$ cat config.mk
export PLATFORM = sky130hd
export DESIGN_NAME = bcd_scan_counter
export DESIGN_NICKNAME = d
export VERILOG_FILES = /design/src/rtl/bcd_scan_counter.sv
export SDC_FILE = /design/constraint.sdc
export NUM_CORES = 1
export LEC_CHECK = 0
export ABC_AREA = 1
export ABC_CLOCK_PERIOD_IN_PS = 2500
export CORE_AREA = 2 2 78 117
export CTS_CLUSTER_SIZE = 40
export DETAILED_ROUTE_END_ITERATION = 10
export DIE_AREA = 0 0 80 119
export PLACE_DENSITY = 0.73
export SETUP_SLACK_MARGIN = 0.3
export SLEW_MARGIN = 15
export SYNTH_ARGS = -nofsm -noshare
export SYNTH_HDL_FRONTEND = slang
export SYNTH_SLANG_ARGS = --single-unit
$ cat constraint.sdc
create_clock -name clk -period 2.5 [get_ports clk]
set_input_delay 0.5 -clock clk [delete_from_list [all_inputs] [get_ports clk]]
set_output_delay 0.5 -clock clk [all_outputs]
set_load 0.02 [all_outputs]
$ cat src/rtl/bcd_scan_counter.sv
// bcd_scan_counter: four-digit BCD up/down counter with multiplexed display scanner
module bcd_scan_counter #(
    parameter int COUNT_DIV = 50_000_000,
    parameter int SCAN_DIV  = 50_000
) (
    input  logic        clk,
    input  logic        reset_n,
    input  logic        en,
    input  logic        up,
    input  logic        clear,
    input  logic        blank_lz,
    output logic [3:0]  digit_data,
    output logic [3:0]  anode,
    output logic [15:0] count_bcd,
    output logic        carry
);
    localparam int PW = COUNT_DIV > 1 ? $clog2(COUNT_DIV) : 1;
    localparam int SW = SCAN_DIV > 1 ? $clog2(SCAN_DIV) : 1;
    localparam logic [PW-1:0] PRE_MAX  = PW'(COUNT_DIV - 1);
    localparam logic [SW-1:0] SCAN_MAX = SW'(SCAN_DIV - 1);

    logic [PW-1:0] pre;
    logic [SW-1:0] scan;
    logic [1:0]    idx;
    logic [1:0]    next_idx;
    logic          step;
    logic          scan_wrap;
    logic          ripple;
    logic [15:0]   next_count;
    logic [15:0]   upper;
    logic          blank;

    assign step      = en && pre == PRE_MAX;
    assign scan_wrap = scan == SCAN_MAX;
    assign next_idx  = scan_wrap ? idx + 2'd1 : idx;
    assign upper     = count_bcd >> {next_idx, 2'b00};
    assign blank     = blank_lz && next_idx != 2'd0 && upper == 16'h0000;

    // Decimal increment/decrement with carry/borrow rippling up through the digits
    always_comb begin
        next_count = count_bcd;
        ripple     = 1'b1;
        for (int k = 0; k < 4; k++) begin
            if (ripple) begin
                if (up) begin
                    next_count[4*k +: 4] = count_bcd[4*k +: 4] == 4'd9 ? 4'd0 : count_bcd[4*k +: 4] + 4'd1;
                    ripple               = count_bcd[4*k +: 4] == 4'd9;
                end else begin
                    next_count[4*k +: 4] = count_bcd[4*k +: 4] == 4'd0 ? 4'd9 : count_bcd[4*k +: 4] - 4'd1;
                    ripple               = count_bcd[4*k +: 4] == 4'd0;
                end
            end
        end
    end

    // Prescaler, count and wrap pulse; clear overrides any due step
    always_ff @(posedge clk or negedge reset_n) begin
        if (!reset_n) begin
            pre       <= '0;
            count_bcd <= 16'h0000;
            carry     <= 1'b0;
        end else if (clear) begin
            pre       <= '0;
            count_bcd <= 16'h0000;
            carry     <= 1'b0;
        end else begin
            carry <= step && ripple;
            if (step) begin
                pre       <= '0;
                count_bcd <= next_count;
            end else if (en) begin
                pre <= pre + 1'b1;
            end
        end
    end

    // Free-running scanner; anode and digit are built from the index about to take effect
    always_ff @(posedge clk or negedge reset_n) begin
        if (!reset_n) begin
            scan       <= '0;
            idx        <= 2'd0;
            anode      <= 4'b1110;
            digit_data <= 4'h0;
        end else begin
            scan       <= scan_wrap ? '0 : scan + 1'b1;
            idx        <= next_idx;
            anode      <= ~(4'b0001 << next_idx);
            digit_data <= blank ? 4'hF : upper[3:0];
        end
    end
endmodule

Word level (Yosys, flattened, before mapping)
Cells that the tools add are included.
- add/subtract/negate cells: 11
- multiply operators: 0
- divide/modulo/power cells: 0
- order comparisons: 0
- eq/ne operators: 6
- shift-type cells: 2
- mux-type cells: 31
- bitwise logic cells: 1
- reductions and logical operators: 18
- operators with widths (cell ; count):
    $mux 26 ; 3
    $mux 4 ; 16
    $mux 16 ; 3
    $add 26x1->26 const B ; 1
    $eq 26x26->1 const B ; 1
    $add 16x1->16 const B ; 1
    $add 4x1->4 const B ; 4
    $eq 16x16->1 const B ; 1
    $eq 4x4->1 const B ; 4
    $logic_not 16->1 ; 1
    $logic_not 4->1 ; 4
    $shr 16x4->16 ; 1
    $sub 4x1->4 const B ; 4
    $reduce_bool 2->1 ; 5
    $mux 1 ; 8
    $reduce_and 2->1 ; 3
    $logic_and 1x1->1 ; 4
    $not 4->4 ; 1
    $shl 1x2->4 const A ; 1
    $reduce_bool 3->1 ; 1
    $add 2x1->2 const B ; 1
    $mux 2 ; 1
- flip-flop bits (word level): 69
- latch bits: 0
- RAM bits: 0
- memory bits (read-only): 0
- input port bits: 6
- word-level logic and storage cells: 79
- memories kept: 0

Logic depth before layout (Yosys ltp)
Gate-level depths: netlist (run 1).
- depth in word-level cells: 7
- depth in mapped cells: 15
- mapped depth without buffers: 15

Worst setup path before layout (run 1)
OpenSTA, ideal clock, no wires.
- path type: flip-flop to flip-flop
- start point: register count_bcd[4]
- end point: register count_bcd[9]
- setup time: 0.124 ns
- arrival: 1.765 ns
- required time: 2.376 ns
- setup slack: 0.611 ns
- stages on the path, launching flop included: 12
- period minus slack after synthesis: 1.889 ns
- cell sequence: dfrtp_1 -> inv_1 -> ha_1 -> inv_1 -> nor3_1 -> inv_1 -> o21ai_1 -> nand2_1 -> o21ai_1 -> inv_1 -> nand2_1 -> o21ai_1
- cells in the longest elaborated chain, start to end: 5
- RTL lines (element ; line ; text):
    start, declared ; 14 ; output logic [15:0] count_bcd,
    start signal, assigned ; 70 ; count_bcd <= next_count;
    $eq 4x4->1 / $logic_not 4->1 (equally long branches) ; 47, 50 ;
    $mux 1 * ; 45 ; if (up) begin
    $mux 1 * ; 44 ; if (ripple) begin
    $reduce_bool 2->1 (no line) * ; - ;
    $reduce_and 2->1 (no line) * ; - ;
Mark *: on every way between the ends. The rest lies on a longest branch, timed or not.
A chain may end at the register's enable or synchronous reset.

Final worst setup path (run 1)
- start point: register count_bcd[4]
- end point: register count_bcd[12]
- cells in the longest elaborated chain, start to end: 6
- RTL lines (element ; line):
    $eq 4x4->1 / $logic_not 4->1 (equally long branches) ; 47, 50
    $mux 1 * ; 45
    $mux 1 * (2 in a row) ; 44
    $reduce_bool 2->1 (no line) * ; -
    $reduce_and 2->1 (no line) * ; -
Marks and branches as above.

==> results of run 1 <==
## cell usage after synthesis, types with 4 or more instances
library cell	number
nand2_1	102
inv_1	78
dfrtp_1	66
nor2_1	60
nand3_1	49
o21ai_0	33
nor3_1	25
a21oi_1	21
xor2_1	18
ha_1	14
nand4_1	11
nor4_1	10
nand2_2	8
o211ai_1	5
o21ai_1	5
o22ai_1	5
clkbuf_1	4
inv_2	4
nor2_2	4
## critical path, delay by kind of cell, from the launching register on
family          cells  cell delay [ps]
compound gates      2              270
fa+ha+maj           1              240
simple gates        6              680
flops               1              440
buf+inv             3              340
## metrics by stage
| stage | area, µm² | power (µW) |
|---|---|---|
| after floorplan | 4290 | 1350 |
| after global placement | 4780 | 1460 |
| after detailed placement | 4780 | 1470 |
| after CTS | 5130 | 2960 |
| after global routing | 5160 | 3060 |
| final | 5160 | 2940 |
## cells by family after synthesis
logic type               count (synthesis)  synth area share, %
buffers and inverters                   93                 8.46
adder cells (fa/ha/maj)                 14                 4.09
multiplexers                             1                0.233
AO/OA/AOI/OAI                           83                 11.4
AND/OR/NAND/NOR                        282                 31.2
flip-flops                              69                 40.4
XOR/XNOR                                21                 4.29
## registers in the layout, indices dropped and copies added, names as in the netlist
register    count
anode           4
carry           1
count_bcd      16
digit_data      4
idx             2
pre            26
scan           16
## layer usage
layer / share of wire (%) / vias to the layer above
met5: 0 / -
met4: 3.5 / 0
met3: 3.7 / 28
met2: 54 / 101
met1: 39 / 1828
li1: - / 1956
## repair_timing
action	CTS	global route
buffers inserted	0	1
pin swaps	0	3
setup endpoints to repair	4	16
gates resized for setup	1	8
cloned	0	0
## worst min-delay path by stage
stage	start	endpoint	cells after the start
floorplan	reset_n	anode[0]$_DFF_PN0_	0
global placement	idx[1]$_DFF_PN0_	anode[3]$_DFF_PN1_	1
detailed placement	idx[1]$_DFF_PN0_	anode[3]$_DFF_PN1_	1
CTS	reset_n	scan[10]$_DFF_PN0_	2
global route	reset_n	scan[11]$_DFF_PN0_	2
finish	reset_n	scan[3]$_DFF_PN0_	2
## power by group through the flow
| stage | clock [µW] | combinational [µW] | sequential, µW |
|---|---|---|---|
| 2_1_floorplan | 0 | 152 | 1200 |
| 3_3_place_gp | 0 | 275 | 1190 |
| 3_5_place_dp | 0 | 279 | 1190 |
| 4_1_cts | 1520 | 281 | 1170 |
| 5_1_grt | 1570 | 320 | 1170 |
| 6_report | 1490 | 283 | 1170 |
## final cells by class
cell class	instances	share of cell area, %
inverters	84	6.14
multi-input cells	401	43.0
repair buffers	43	7.86
clock buffers	9	4.37
clock inverters	7	2.40
well taps	110	2.67
flip-flops and latches	69	33.5
==> results.cfg, run 1 <==
[pwr]
p_sw_uw = 720
max-vdd-ir-drop_v = 0.000350
leakagePower_uw = 0.00242
powerDensity_mw_per_mm2 = 570
clkPwrFrac_pct = 50.7
power.share.combinational_pct = 9.6
p_seq_share_pct = 39.7
switching_share_pct = 24.5
internal_power_uw = 2220

[clock_network]
cts_sinks = 69
clockBufferDepth = 2
insertion_delay_ps = 340
cts_root_buf = clkbuf_16
cts_buffers = 9
clkTransAtPathRegs_ps = 60
holdBufCountCts = 0
htree_levels = 3
cts_tree = yes

[finish]
fin_nets = 628
fin_cells = 723
drive_gt1_share_pct = 11.4
final_cell_mix = nand2_1, inv_1, dfrtp_1, nor2_1, nand3_1
final_util_pct = 59.9
ff_latch_area_mm2 = 0.00173
area_delta_synth_final_pct = 20.3
multi_input_area_mm2 = 0.00222
final_common_cell = nand2_1
diodes = 0
fillCellCount = 771

[floorplanning]
row_count = 42
initial_core_util_pct = 49.8
core_mm2 = 0.00862
ios = 31
die_y_um = 119
dieArea_mm2 = 0.00952
die_x_um = 80

[timing]
max_clock_freq_mhz = 489
worst_slack_ps = 455
period_needed_ps = 2040
hold-worst-slack_ps = 169
finalSetupTns_ps = 0
worst_pin_slew_ps = 463
max_slew_margin_pct = 68.9
min_period_over_period_pct = 81.8
slew_viol_final = 0
rsz0062_at_grt = true
setup_viol = 0
hold_violations = 0
skew_ps = 6.36

[grt]
busiest_layer = met2
grt_util_met2_pct = 42.5
antenna_found_initial = 0
grt.overflow.total = 0
grt_first_pass_wirelength_um = 17900
first_global_vias = 3940
grt_max_degree = 70
use_met3_pct = 4.77
track_usage_pct = 24.0
grt_util_met1_pct = 26.1

[synth]
syn_area_per_cell_um2 = 7.62
synth.distinct_cells = 47
synth-seq-cells = 69
syn_nets = 583
ys_async_sr_fraction_pct = 100
yosys-top-cells-area = dfrtp_1, nand2_1, inv_1
synthCells = 563
yosysSeqAreaShare_pct = 40.4
synth_area_mm2 = 0.00429
synth_ff_type = dfrtp_1
yosys.area.top_type = dfrtp_1
synth-edff-count = 0
synth_top_area_share_pct = 38.5
yosysWarnings = 0

[setup_path]
critPathMaxFanout = 6
cpPeakStageDelay_ps = 440
cp_cell_sequence = inv_1, ha_2, inv_1, nor3_1, inv_1, o21ai_2, nand2_1, nor2_1, nand2_1, nand2_1, nand2_1, o21ai_0
timing.rr.start = count_bcd[4]$_DFFE_PN0P_
cp_slowest_cell = dfrtp_1
reg2regPathDepth = 12
timing.rr.end = count_bcd[12]$_DFFE_PN0P_
rrSetupSlack_ps = 460
arrival_ps = 2300
endpoint = count_bcd[12]$_DFFE_PN0P_
startpoint_type = flip-flop
cp-end-kind = flip-flop
startpoint = count_bcd[4]$_DFFE_PN0P_
critical_path_class = flip-flop to flip-flop
critPathMostFrequentCell = nand2_1
cp.required_ps = 2750

[place]
routabilityCongestion = 0.951
hpwlAfterDp_um = 7790
dp_slack_ps = 146
portBuffers = 30
numPlacedInstances = 706

[min_path]
min_path_type = primary input to asynchronous set/reset pin

[route]
drc_errors = 0
ant_nets = 0
drt-wirelength-per-cell_um = 14.4
wirelength_um = 10400
vias = 3913
viasPerCell = 5.41
dr.pass1.iters = 5
drtIter0Drc = 346

[outcome]
status = finished clean

[run]
max_cap_viol_count = 0
Note: power is estimated with default switching activity, not from simulation.
==> inputs of run 2 (changes only) <==
ABC_CLOCK_PERIOD_IN_PS = 2050   (was 2500)
clock period = 2.05 ns   (was 2.5 ns; I/O delays follow)
==> run 2 against run 1 <==
Effect of this change: cell count up 11%; power up 17%; clock skew about the same; first-iteration DRC count up 26%; critical path depth unchanged; die area unchanged; sequential share of layout area down 5.7 points; utilization up 13 points; clock power up 3%; count of clock-buffer cells in the layout up 5; sequential power up 21%; highest routed layer unchanged.
==> results.cfg, run 2 (same netlist as run 1, synthesis figures left out) <==
[floorplanning]
die_x_um = 80
row_count = 42
dieArea_mm2 = 0.00952
ios = 31
die_y_um = 119
initial_core_util_pct = 49.8
core_mm2 = 0.00862

[pwr]
power.share.combinational_pct = 13.9
powerDensity_mw_per_mm2 = 551
clkPwrFrac_pct = 44.8
max-vdd-ir-drop_v = 0.000522
internal_power_uw = 2550
p_sw_uw = 891
p_seq_share_pct = 41.3
switching_share_pct = 25.9
leakagePower_uw = 0.00297

[route]
drtIter0Drc = 436
ant_nets = 0
drc_errors = 0
vias = 4584
drt-wirelength-per-cell_um = 17.0
dr.pass1.iters = 5
viasPerCell = 5.73
wirelength_um = 13600

[min_path]
min_path_type = primary input to asynchronous set/reset pin

[finish]
final_util_pct = 72.5
multi_input_area_mm2 = 0.00275
reg_top3 = pre (26), count_bcd (16), scan (16)
fin_nets = 705
area_delta_synth_final_pct = 45.8
fillCellCount = 602
final_cell_mix = buf_4, nand2_1, inv_1, dfrtp_1, nor2_1
final_common_cell = buf_4
largest-register = pre
diodes = 0
largest_register_ffs = 26
drive_gt1_share_pct = 36.7
ff_latch_area_mm2 = 0.00174

[grt]
antenna_found_initial = 0
track_usage_pct = 27.4
first_global_vias = 4467
grt.overflow.total = 0
grt_max_degree = 70
grt_first_pass_wirelength_um = 20300

[place]
routabilityCongestion = 0.923
dp_slack_ps = -213
hpwlAfterDp_um = 8210
portBuffers = 30

[timing]
worst_pin_slew_ps = 522
finalSetupTns_ps = 0
skew_ps = 6.32
setup_viol = 0
rsz0062_at_grt = true
max_clock_freq_mhz = 515
slew_viol_final = 0
worst_slack_ps = 110
max_slew_margin_pct = 64.9
hold-worst-slack_ps = 83.6
hold_violations = 0
period_needed_ps = 1940
min_period_over_period_pct = 94.6

[clock_network]
insertion_delay_ps = 340
cts_tree = yes
clkTransAtPathRegs_ps = 60
htree_levels = 3
cts_root_buf = clkbuf_16
cts_buffers = 9
holdBufCountCts = 0
clockBufferDepth = 2
cts_sinks = 69

[setup_path]
cp.required_ps = 2280
critPathTopFamily = simple AND/OR/NAND/NOR gates
critPathMaxFanout = 4
cpPeakStageDelay_ps = 400
critical_path_class = flip-flop to flip-flop
cp-end-kind = flip-flop
cp_cell_sequence = ha_4, nand3_4, buf_4, inv_1, nand3_2, nor2_2, nand2_2, nor2_4, nand4_1, nor2_1, nand2_1, o211a_1
cp_slowest_cell = dfrtp_1
path_buf_inv = 2
timing.rr.start = scan[0]$_DFF_PN0_
rrSetupSlack_ps = 110
reg2regPathDepth = 12
arrival_ps = 2170
timing.rr.end = scan[14]$_DFF_PN0_
startpoint_type = flip-flop

[outcome]
status = finished clean

[run]
max_cap_viol_count = 0
==> run 2: cell types whose count changed in the layout (fill, tap and decap cells not counted), moves of 10 or more <==
cell             change
dlygate4sd2_1       +20
nor2_1              -19
nand2_2             +21
nand2_1             -25
clkdlybuf4s50_1     -21
inv_2               +10
nand3_1             -11
inv_1               -15
o21ai_0             -10
nor2_2              +12
buf_4               +68
==> run 2: stage by stage <==
| step | instance area, µm² | power (µW) | cells |
|---|---|---|---|
| finish | 6250 | 3440 | 800 |
| global route | 6250 | 3560 | 800 |
| CTS | 5760 | 3400 | 779 |
| detailed placement | 5030 | 1830 | 734 |
| global placement | 5030 | 1820 | 734 |
| floorplan | 4310 | 1650 | 563 |
==> run 2: worst max path at each step <==
stage / startpoint / end / slack, ps / cells past startpoint
4_1_cts: scan[1]$_DFF_PN0_ / digit_data[0]$_DFF_PN0_ / 220 / 13
3_5_place_dp: en / pre[18]$_DFFE_PN0P_ / -210 / 8
5_1_grt: scan[0]$_DFF_PN0_ / scan[14]$_DFF_PN0_ / -20 / 12
2_1_floorplan: count_bcd[5]$_DFFE_PN0P_ / count_bcd[9]$_DFFE_PN0P_ / 290 / 11
3_3_place_gp: en / pre[18]$_DFFE_PN0P_ / -220 / 8
6_report: scan[0]$_DFF_PN0_ / scan[14]$_DFF_PN0_ / 110 / 12
==> run 2: per-layer routing <==
metal | track usage [%] | part of all wire, % | up-vias | wire [µm]
met2 | 48.9 | 54 | 213 | 7390
met4 | 15.4 | 5.2 | 0 | 706
met1 | 28.3 | 36 | 2193 | 4830
met5 | 0 | 0 | - | 0
met3 | 6.74 | 4.9 | 66 | 665
li1 | - | - | 2112 | -
==> run 2: final cells by class <==
cell class	instances	share of cell area, %
flip-flops and latches	69	27.9
repair buffers	118	16.0
clock inverters	2	0.560
clock buffers	14	4.06
well taps	110	2.20
inverters	84	5.30
multi-input cells	403	44.0
==> run 2: timing repair <==
| item | 4_1_cts | 5_1_grt |
|---|---|---|
| resized for setup | 79 | 101 |
| gates cloned | 1 | 1 |
| setup buffers | 28 | 20 |
| endpoints found under the setup margin | 69 | 54 |
| pin swaps | 25 | 34 |
==> run 2: power by group through the flow <==
stage,Combinational [µW],Sequential (µW),Clock (µW)
floorplan,190,1460,0
global placement,376,1440,0
detailed placement,385,1440,0
CTS,427,1420,1560
global route,518,1420,1620
finish,479,1420,1540
==> run 2: worst register-to-register path, stage by stage (launching register included) <==
cell and delay, ps:
dfrtp_1 400, ha_4 170, nand3_4 120, buf_4 170
inv_1 60, nand3_2 80, nor2_2 160, nand2_2 100
nor2_4 150, nand4_1 130, nor2_1 130, nand2_1 60
o211a_1 100
==> inputs of run 3 (changes only) <==
MAX_ROUTING_LAYER = met4   (was unset)
==> run 3 against run 2 <==
Effect of this change: count of clock-buffer cells in the layout is 3 lower; non-clock buffer count increased by 23; register-to-register slack worse by 80 ps; die area unchanged; setup slack worse by 84 ps; critical path type unchanged; sequential power barely moved; clock power is 6% higher; cell area is 7.0% higher; first-iteration DRC count is 19% higher; via count is 7.4% higher; routed wire length is 18% higher; global-route usage is 1.1 points higher.
==> results.cfg, run 3 (same netlist as run 1, synthesis figures left out) <==
[setup_path]
critical_path_class = flip-flop to flip-flop
arrival_ps = 2260
cp.required_ps = 2280
reg2regPathDepth = 15
cp-end-kind = flip-flop
critPathMaxFanout = 4
startpoint_type = flip-flop

[finish]
area_delta_synth_final_pct = 56.0
drive_gt1_share_pct = 45.4
fin_area_mm2 = 0.00669
fin_nets = 728
reg_top3 = pre (26), count_bcd (16), scan (16)
final_common_cell = buf_4
diodes = 0
final_cell_mix = buf_4, nand2_1, inv_1, dfrtp_1, nand2_2
final_util_pct = 77.6
largest_register_ffs = 26
largest-register = pre

[grt]
grt_util_met1_pct = 28.5
grt_util_met2_pct = 49.5
antenna_found_initial = 0
grt_max_degree = 70
grt_first_pass_wirelength_um = 20700
use_met3_pct = 5.91
grt.overflow.total = 0
busiest_layer = met2
track_usage_pct = 28.5
first_global_vias = 4588

[clock_network]
clockBufferDepth = 2
htree_levels = 3
holdBufCountCts = 0
clkTransAtPathRegs_ps = 60
cts_sinks = 69
cts_root_buf = clkbuf_16
cts_tree = yes
insertion_delay_ps = 350
cts_buffers = 9

[timing]
worst_pin_slew_ps = 424
slew_viol_final = 0
skew_ps = 7.52
hold_violations = 0
period_needed_ps = 2020
setup_viol = 0
min_period_over_period_pct = 98.8
max_clock_freq_mhz = 494
rsz0062_at_grt = true
max_slew_margin_pct = 71.5

[route]
ant_nets = 0
drt-wirelength-per-cell_um = 19.4
drtIter0Drc = 518
dr.pass1.iters = 8
wirelength_um = 16000
drc_errors = 0
vias = 4922
viasPerCell = 5.98

[outcome]
status = finished clean

[floorplanning]
row_count = 42
ios = 31
die_y_um = 119
die_x_um = 80
dieArea_mm2 = 0.00952
core_mm2 = 0.00862
initial_core_util_pct = 49.8

[place]
placed_cell_area_mm2 = 0.00501
hpwlAfterDp_um = 8170
routabilityCongestion = 0.903
portBuffers = 30

[run]
max_cap_viol_count = 0

[pwr]
powerDensity_mw_per_mm2 = 543
leakagePower_uw = 0.00318
max-vdd-ir-drop_v = 0.000412

[min_path]
min_path_type = primary input to asynchronous set/reset pin
## run 3: cell types whose count changed in the layout (fill, tap and decap cells not counted), moves of 5 or more
cell / delta
nand2_1: -11
nor3_2: +5
nand2_2: +8
buf_4: +19
nor2_4: +5
nor2_1: -9
nor3_1: -6
## run 3: final cells by class
cell class / instances / area (µm²)
Inverter: 84 / 337
Tap cell: 110 / 138
Clock inverter: 5 / 58.8
Timing Repair Buffer: 141 / 1210
Multi-Input combinational cell: 403 / 2940
Clock buffer: 11 / 253
Sequential cell: 69 / 1750
Fill cell: 515 / 1930
## run 3: through the flow
step | std cells | power (µW) | TNS (ps) | hold slack [ps] | setup WS (ps)
2_1_floorplan | 563 | 1650 | 0 | 114 | 292
3_3_place_gp | 732 | 1820 | -306 | 443 | -191
3_5_place_dp | 732 | 1820 | -831 | 445 | -180
4_1_cts | 784 | 3480 | 0 | 102 | 192
5_1_grt | 823 | 3730 | -348 | 106 | -74.5
6_report | 823 | 3630 | 0 | 61.7 | 25.3
## run 3: final timing paths
path                                    from                      end  slack, ps
setup reg to reg           scan[5]$_DFF_PN0_  digit_data[2]$_DFF_PN0_         30
hold reg to reg             idx[1]$_DFF_PN0_       anode[3]$_DFF_PN1_        460
setup / recovery           scan[5]$_DFF_PN0_  digit_data[2]$_DFF_PN0_         30
min in group clk            idx[1]$_DFF_PN0_       anode[3]$_DFF_PN1_        460
hold / removal                       reset_n       scan[12]$_DFF_PN0_         60
max in group asynchronous            reset_n       anode[2]$_DFF_PN1_       1620
## run 3: worst max-delay path, stage by stage (launching register included)
cell     delay, ps
dfrtp_2        440
nor2_4         170
nand2_2        110
nor2_4         160
nand2_4         90
buf_4          150
nand2_1        120
nand3_1        120
nand2_2        100
nand2_2         60
nand2_2         90
inv_2           50
nand2_2         50
nor2_2          40
nand2_2         90
nand2_1         60
## run 3: where the power goes
part	switching [µW]	internal, µW
Combinational	344	233
Sequential	42.5	1390
Clock	619	1010
Total	1010	2630
## run 3: routing by layer
layer	up-vias	share of wire [%]
li1	2155	-
met1	2345	33
met2	296	53
met3	126	6.5
met4	0	8.0
met5	-	0
## run 3: timing repair
| action | in CTS | in global routing |
|---|---|---|
| buffers inserted | 35 | 36 |
| setup endpoints to repair | 68 | 56 |
| resized for setup | 106 | 135 |
| pin swaps | 31 | 64 |
| cloned | 1 | 3 |
==> edit 1, RTL diff (flow settings as in run 1) <==
`SCAN_DIV`: 50_000 -> 200_000.
--- a/src/rtl/bcd_scan_counter.sv
+++ b/src/rtl/bcd_scan_counter.sv
@@ -3,3 +3,3 @@
     parameter int COUNT_DIV = 50_000_000,
-    parameter int SCAN_DIV  = 50_000
+    parameter int SCAN_DIV  = 200_000
 ) (
Behaviour: no difference found for any inputs over 10 cycles, from zero or initial values and one cycle with reset_n low; that may be too few to reach the edited logic, so the function may still have changed.
==> edit 1 against run 1 <==
  * Via count is 4.8% higher
  * Core utilization rose by 0.99 points
  * Final area up 1.6%
  * Synthesized area increased by 2.2%
  * Non-clock buffer count is 5 higher
  * Maximum frequency up 1.3%
  * Cell count increased by 1.5%
  * Power is 5.1% lower
  * Sequential cell count is 2 higher
  * Register-to-register slack improved by 0.03 ns
  * Setup slack gained 0.026 ns
  * Global-route usage is essentially flat
  * Clock power shrank 15%
  * Wire length is 2.9% higher
==> edit 1: results (changes against run 1) <==
* Status: finished, final reports clean (unchanged)
* Leakage at 2.398 nW (was 2.416 nW)
* Final HPWL DP at 7951 µm (was 7793 µm)
* Post-Synth XOR/XNOR Area at 0.02599 (was 0.04289)
* Clk pwr at 0.00126 W (was 0.00149 W)
* Peak VDD IR at 0.0003539 V (was 0.0003504 V)
* CP Launch Point: count_bcd[7]$_DFFE_PN0P_ (was count_bcd[4]$_DFFE_PN0P_)
* Registers with the most flip-flops: pre (26), scan (18), count_bcd (16) (was pre (26), count_bcd (16), scan (16))
* Reg2reg end: count_bcd[14]$_DFFE_PN0P_ (was count_bcd[12]$_DFFE_PN0P_)
* Fill cells at 783 (was 771)
* Worst-path fanout max at 9 (was 6)
* Vias at 4,102 (was 3,913)
* GRT Total Usage at 0.2398 (was 0.2396)
* Syn Nets at 590 (was 583)
* Routed length on met3 at 366 µm (was 383 µm)
* Reg2reg start: count_bcd[5]$_DFFE_PN0P_ (was count_bcd[4]$_DFFE_PN0P_)
* Skew final at 0.005486 ns (was 0.006359 ns)
* Largest net degree at the start of global routing at 72 (was 70)
* GRT met1 Usage at 0.2726 (was 0.2615)
* Cell family with most CP delay: buffers and inverters (was simple AND/OR/NAND/NOR gates)
* Vias in the first global route at 3,958 (was 3,940)
* Met3 Track Usage GR at 0.05227 (was 0.04773)
* Inst Count DP at 716 (was 706)
* CP arrival at 1.52 ns (was 2.30 ns)
* Met1 WL at 4288 µm (was 4006 µm)
* Via density per instance at 5.589 (was 5.412)
* Gpl congestion at 0.9394 (was 0.9508)
[edit 1: per-stage QoR]
stage          setup WS [ns]  area (µm²)  hold WS (ns)    util  total power (W)
5_1_grt               0.3108        5244        0.2173  0.6084         0.002911
4_1_cts               0.3735        5191        0.2014  0.6024         0.002819
3_5_place_dp          0.1180        4898        0.4656  0.5684         0.001551
2_1_floorplan         0.5871        4380        0.2044       -         0.001420
3_3_place_gp          0.1129        4898        0.4482  0.5684         0.001543
6_report              0.4809        5244        0.1789  0.6084         0.002793
[edit 1: final cells by class]
cell class | count | share of cell area
well taps | 110 | 0.02625
repair buffers | 48 | 0.08447
clock inverters | 6 | 0.01169
multi-input cells | 413 | 0.4400
clock buffers | 10 | 0.04367
inverters | 76 | 0.05440
flip-flops and latches | 71 | 0.3395
[edit 1: what timing repair did]
item,CTS,global route
buffers inserted,0,2
resized for setup,1,12
pin swaps,0,3
gates cloned,0,0
hold endpoints to repair,0,0
setup endpoints to repair,2,16
==> edit 2, RTL diff (config.mk and constraints of run 1) <==
Without the edit above. Register the inputs `en`, `up`, `clear` and `blank_lz` before use, with the module's reset. The logic sees them one clock later.
--- a/src/rtl/bcd_scan_counter.sv
+++ b/src/rtl/bcd_scan_counter.sv
@@ -21,2 +21,21 @@
 
+    logic en_q;
+    logic up_q;
+    logic clear_q;
+    logic blank_lz_q;
+
+    always_ff @(posedge clk or negedge reset_n) begin
+        if (!reset_n) begin
+            en_q       <= '0;
+            up_q       <= '0;
+            clear_q    <= '0;
+            blank_lz_q <= '0;
+        end else begin
+            en_q       <= en;
+            up_q       <= up;
+            clear_q    <= clear;
+            blank_lz_q <= blank_lz;
+        end
+    end
+
     logic [PW-1:0] pre;
@@ -32,3 +51,3 @@
 
-    assign step      = en && pre == PRE_MAX;
+    assign step      = en_q && pre == PRE_MAX;
     assign scan_wrap = scan == SCAN_MAX;
@@ -36,3 +55,3 @@
     assign upper     = count_bcd >> {next_idx, 2'b00};
-    assign blank     = blank_lz && next_idx != 2'd0 && upper == 16'h0000;
+    assign blank     = blank_lz_q && next_idx != 2'd0 && upper == 16'h0000;
 
@@ -44,3 +63,3 @@
             if (ripple) begin
-                if (up) begin
+                if (up_q) begin
                     next_count[4*k +: 4] = count_bcd[4*k +: 4] == 4'd9 ? 4'd0 : count_bcd[4*k +: 4] + 4'd1;
@@ -61,3 +80,3 @@
             carry     <= 1'b0;
-        end else if (clear) begin
+        end else if (clear_q) begin
             pre       <= '0;
@@ -70,3 +89,3 @@
                 count_bcd <= next_count;
-            end else if (en) begin
+            end else if (en_q) begin
                 pre <= pre + 1'b1;
Check against the original RTL: no difference found for any inputs over 10 cycles, from zero or initial values and one cycle with reset_n low; that may be too few to reach the edited logic, so the function may still have changed.
==> edit 2 against run 1 <==
  * Worst hold slack gained 0.12 ns
  * Synthesized area grew 4.3%
  * Via count grew 1.0%
  * Final area grew 2.8%
  * Setup slack lost 0.053 ns
  * Wire length shrank 0.51%
  * Power grew 5.7%
  * Sequential cell count grew 4
  * Synthesized cell count grew 1.1%
==> edit 2: results (changes against run 1) <==
* Status: finished, final reports clean (unchanged)
* Hold WC Path Type: primary input to asynchronous set/reset pin (unchanged)
* Cell family with most CP delay: buffers and inverters (was simple AND/OR/NAND/NOR gates)
* GRT Total Usage at 0.2324 (was 0.2396)
* CTS clk-pin slew, worst paths at 0.06 ns (about the same)
* CP Launch Point: count_bcd[10]$_DFFE_PN0P_ (was count_bcd[4]$_DFFE_PN0P_)
* H-tree depth at 3 (unchanged)
* Leakage at 2.478 nW (was 2.416 nW)
* Gpl congestion at 0.9378 (was 0.9508)
* DR iter-0 viols at 388 (was 346)
* Clk pwr at 0.00156 W (was 0.00149 W)
* Worst-path fanout max at 9 (was 6)
* Syn Nets at 589 (was 583)
* Vias at 3,953 (was 3,913)
* Sw Ratio at 0.2353 (was 0.2446)
* Peak VDD IR at 0.0004521 V (was 0.0003504 V)
* Fraction of layout cells with a size suffix above 1 at 0.1387 (was 0.1142)
* Area post-placement at 4871 µm² (was 4777 µm²)
* Slowest stage cell, crit path: clkdlybuf4s50_1 (was dfrtp_1)
* Synth top cells by count: nand2_1 (107), inv_1 (76), dfrtp_1 (70), nor2_1 (58), nand3_1 (49) (was nand2_1 (102), inv_1 (78), dfrtp_1 (66), nor2_1 (60), nand3_1 (49))
* Top cells by area, synth: dfrtp_1 (39%), nand2_1 (9.0%), inv_1 (6.4%) (was dfrtp_1 (39%), nand2_1 (8.9%), inv_1 (6.8%))
* Skew final at 0.007408 ns (was 0.006359 ns)
* First-pass GRT wire length at 17,350 µm (was 17,880 µm)
* Slowest stage delay, CP at 0.68 ns (was 0.44 ns)
* Synth cell types at 47 (unchanged)
* Largest net degree at the start of global routing at 74 (was 70)
* CTS Buffer Depth at 2 (unchanged)
* Final HPWL DP at 7417 µm (was 7793 µm)
* Reg2reg start: pre[0]$_DFFE_PN0P_ (was count_bcd[4]$_DFFE_PN0P_)
* CTS resizes at 0 (was 1)
* Ys async rst share at 1.000 (unchanged)
* Setup Slack @ Placement at 0.3325 ns (was 0.1461 ns)
* Slew @ Worst Pin at 0.9310 ns (was 0.4629 ns)
* Post-synthesis sequential area ratio at 0.4095 (was 0.4036)
* Combinational Power Share at 0.095
* Post-Route WL at 10,330 µm (was 10,390 µm)
* Vias in the first global route at 3,809 (was 3,940)
==> edit 2: cells by family after synthesis <==
kind of cell / Yosys count / share of synthesized area
buf+inv: 90 / 0.08116
fa+ha+maj: 14 / 0.03918
flops: 73 / 0.4095
simple gates: 289 / 0.3263
mux: 1 / 0.002239
compound gates: 85 / 0.1083
xor+xnor: 17 / 0.03330
==> edit 2: metal layers <==
metal / GRT usage / routed length (µm) / vias up
li1: - / - / 1948
met1: 0.2547 / 4030 / 1880
met2: 0.4255 / 5613 / 100
met3: 0.03864 / 387 / 25
met4: 0.1049 / 300 / 0
met5: 0 / 0 / -
==> edit 2: layout make-up <==
class	count	area, µm²
Tap cell	110	137.6
Fill cell	752	3317
Clock inverter	4	97.59
Inverter	81	305.3
Clock buffer	12	266.5
Timing Repair Buffer	37	350.3
Multi-Input combinational cell	406	2307
Sequential cell	73	1837
==> edit 2: worst paths after layout <==
path	to	slack, ns
min in group clk	anode[3]$_DFF_PN1_	0.46
hold reg to reg	anode[3]$_DFF_PN1_	0.46
hold / removal	scan[8]$_DFF_PN0_	0.29
max in group asynchronous	clear_q$_DFF_PN0_	1.53
setup reg to reg	pre[24]$_DFFE_PN0P_	0.47
setup / recovery	count_bcd[10]	0.40
==> edit 2: through the flow <==
step | hold slack [ns] | total power [W] | instances | util
6_report | 0.2881 | 0.003109 | 723 | 0.6151
5_1_grt | 0.3770 | 0.003223 | 723 | 0.6151
4_1_cts | 0.3339 | 0.003121 | 719 | 0.6074
3_5_place_dp | 0.4461 | 0.001564 | 703 | 0.5652
3_3_place_gp | 0.4292 | 0.001556 | 703 | 0.5652
2_1_floorplan | 0.2044 | 0.001448 | 569 | -
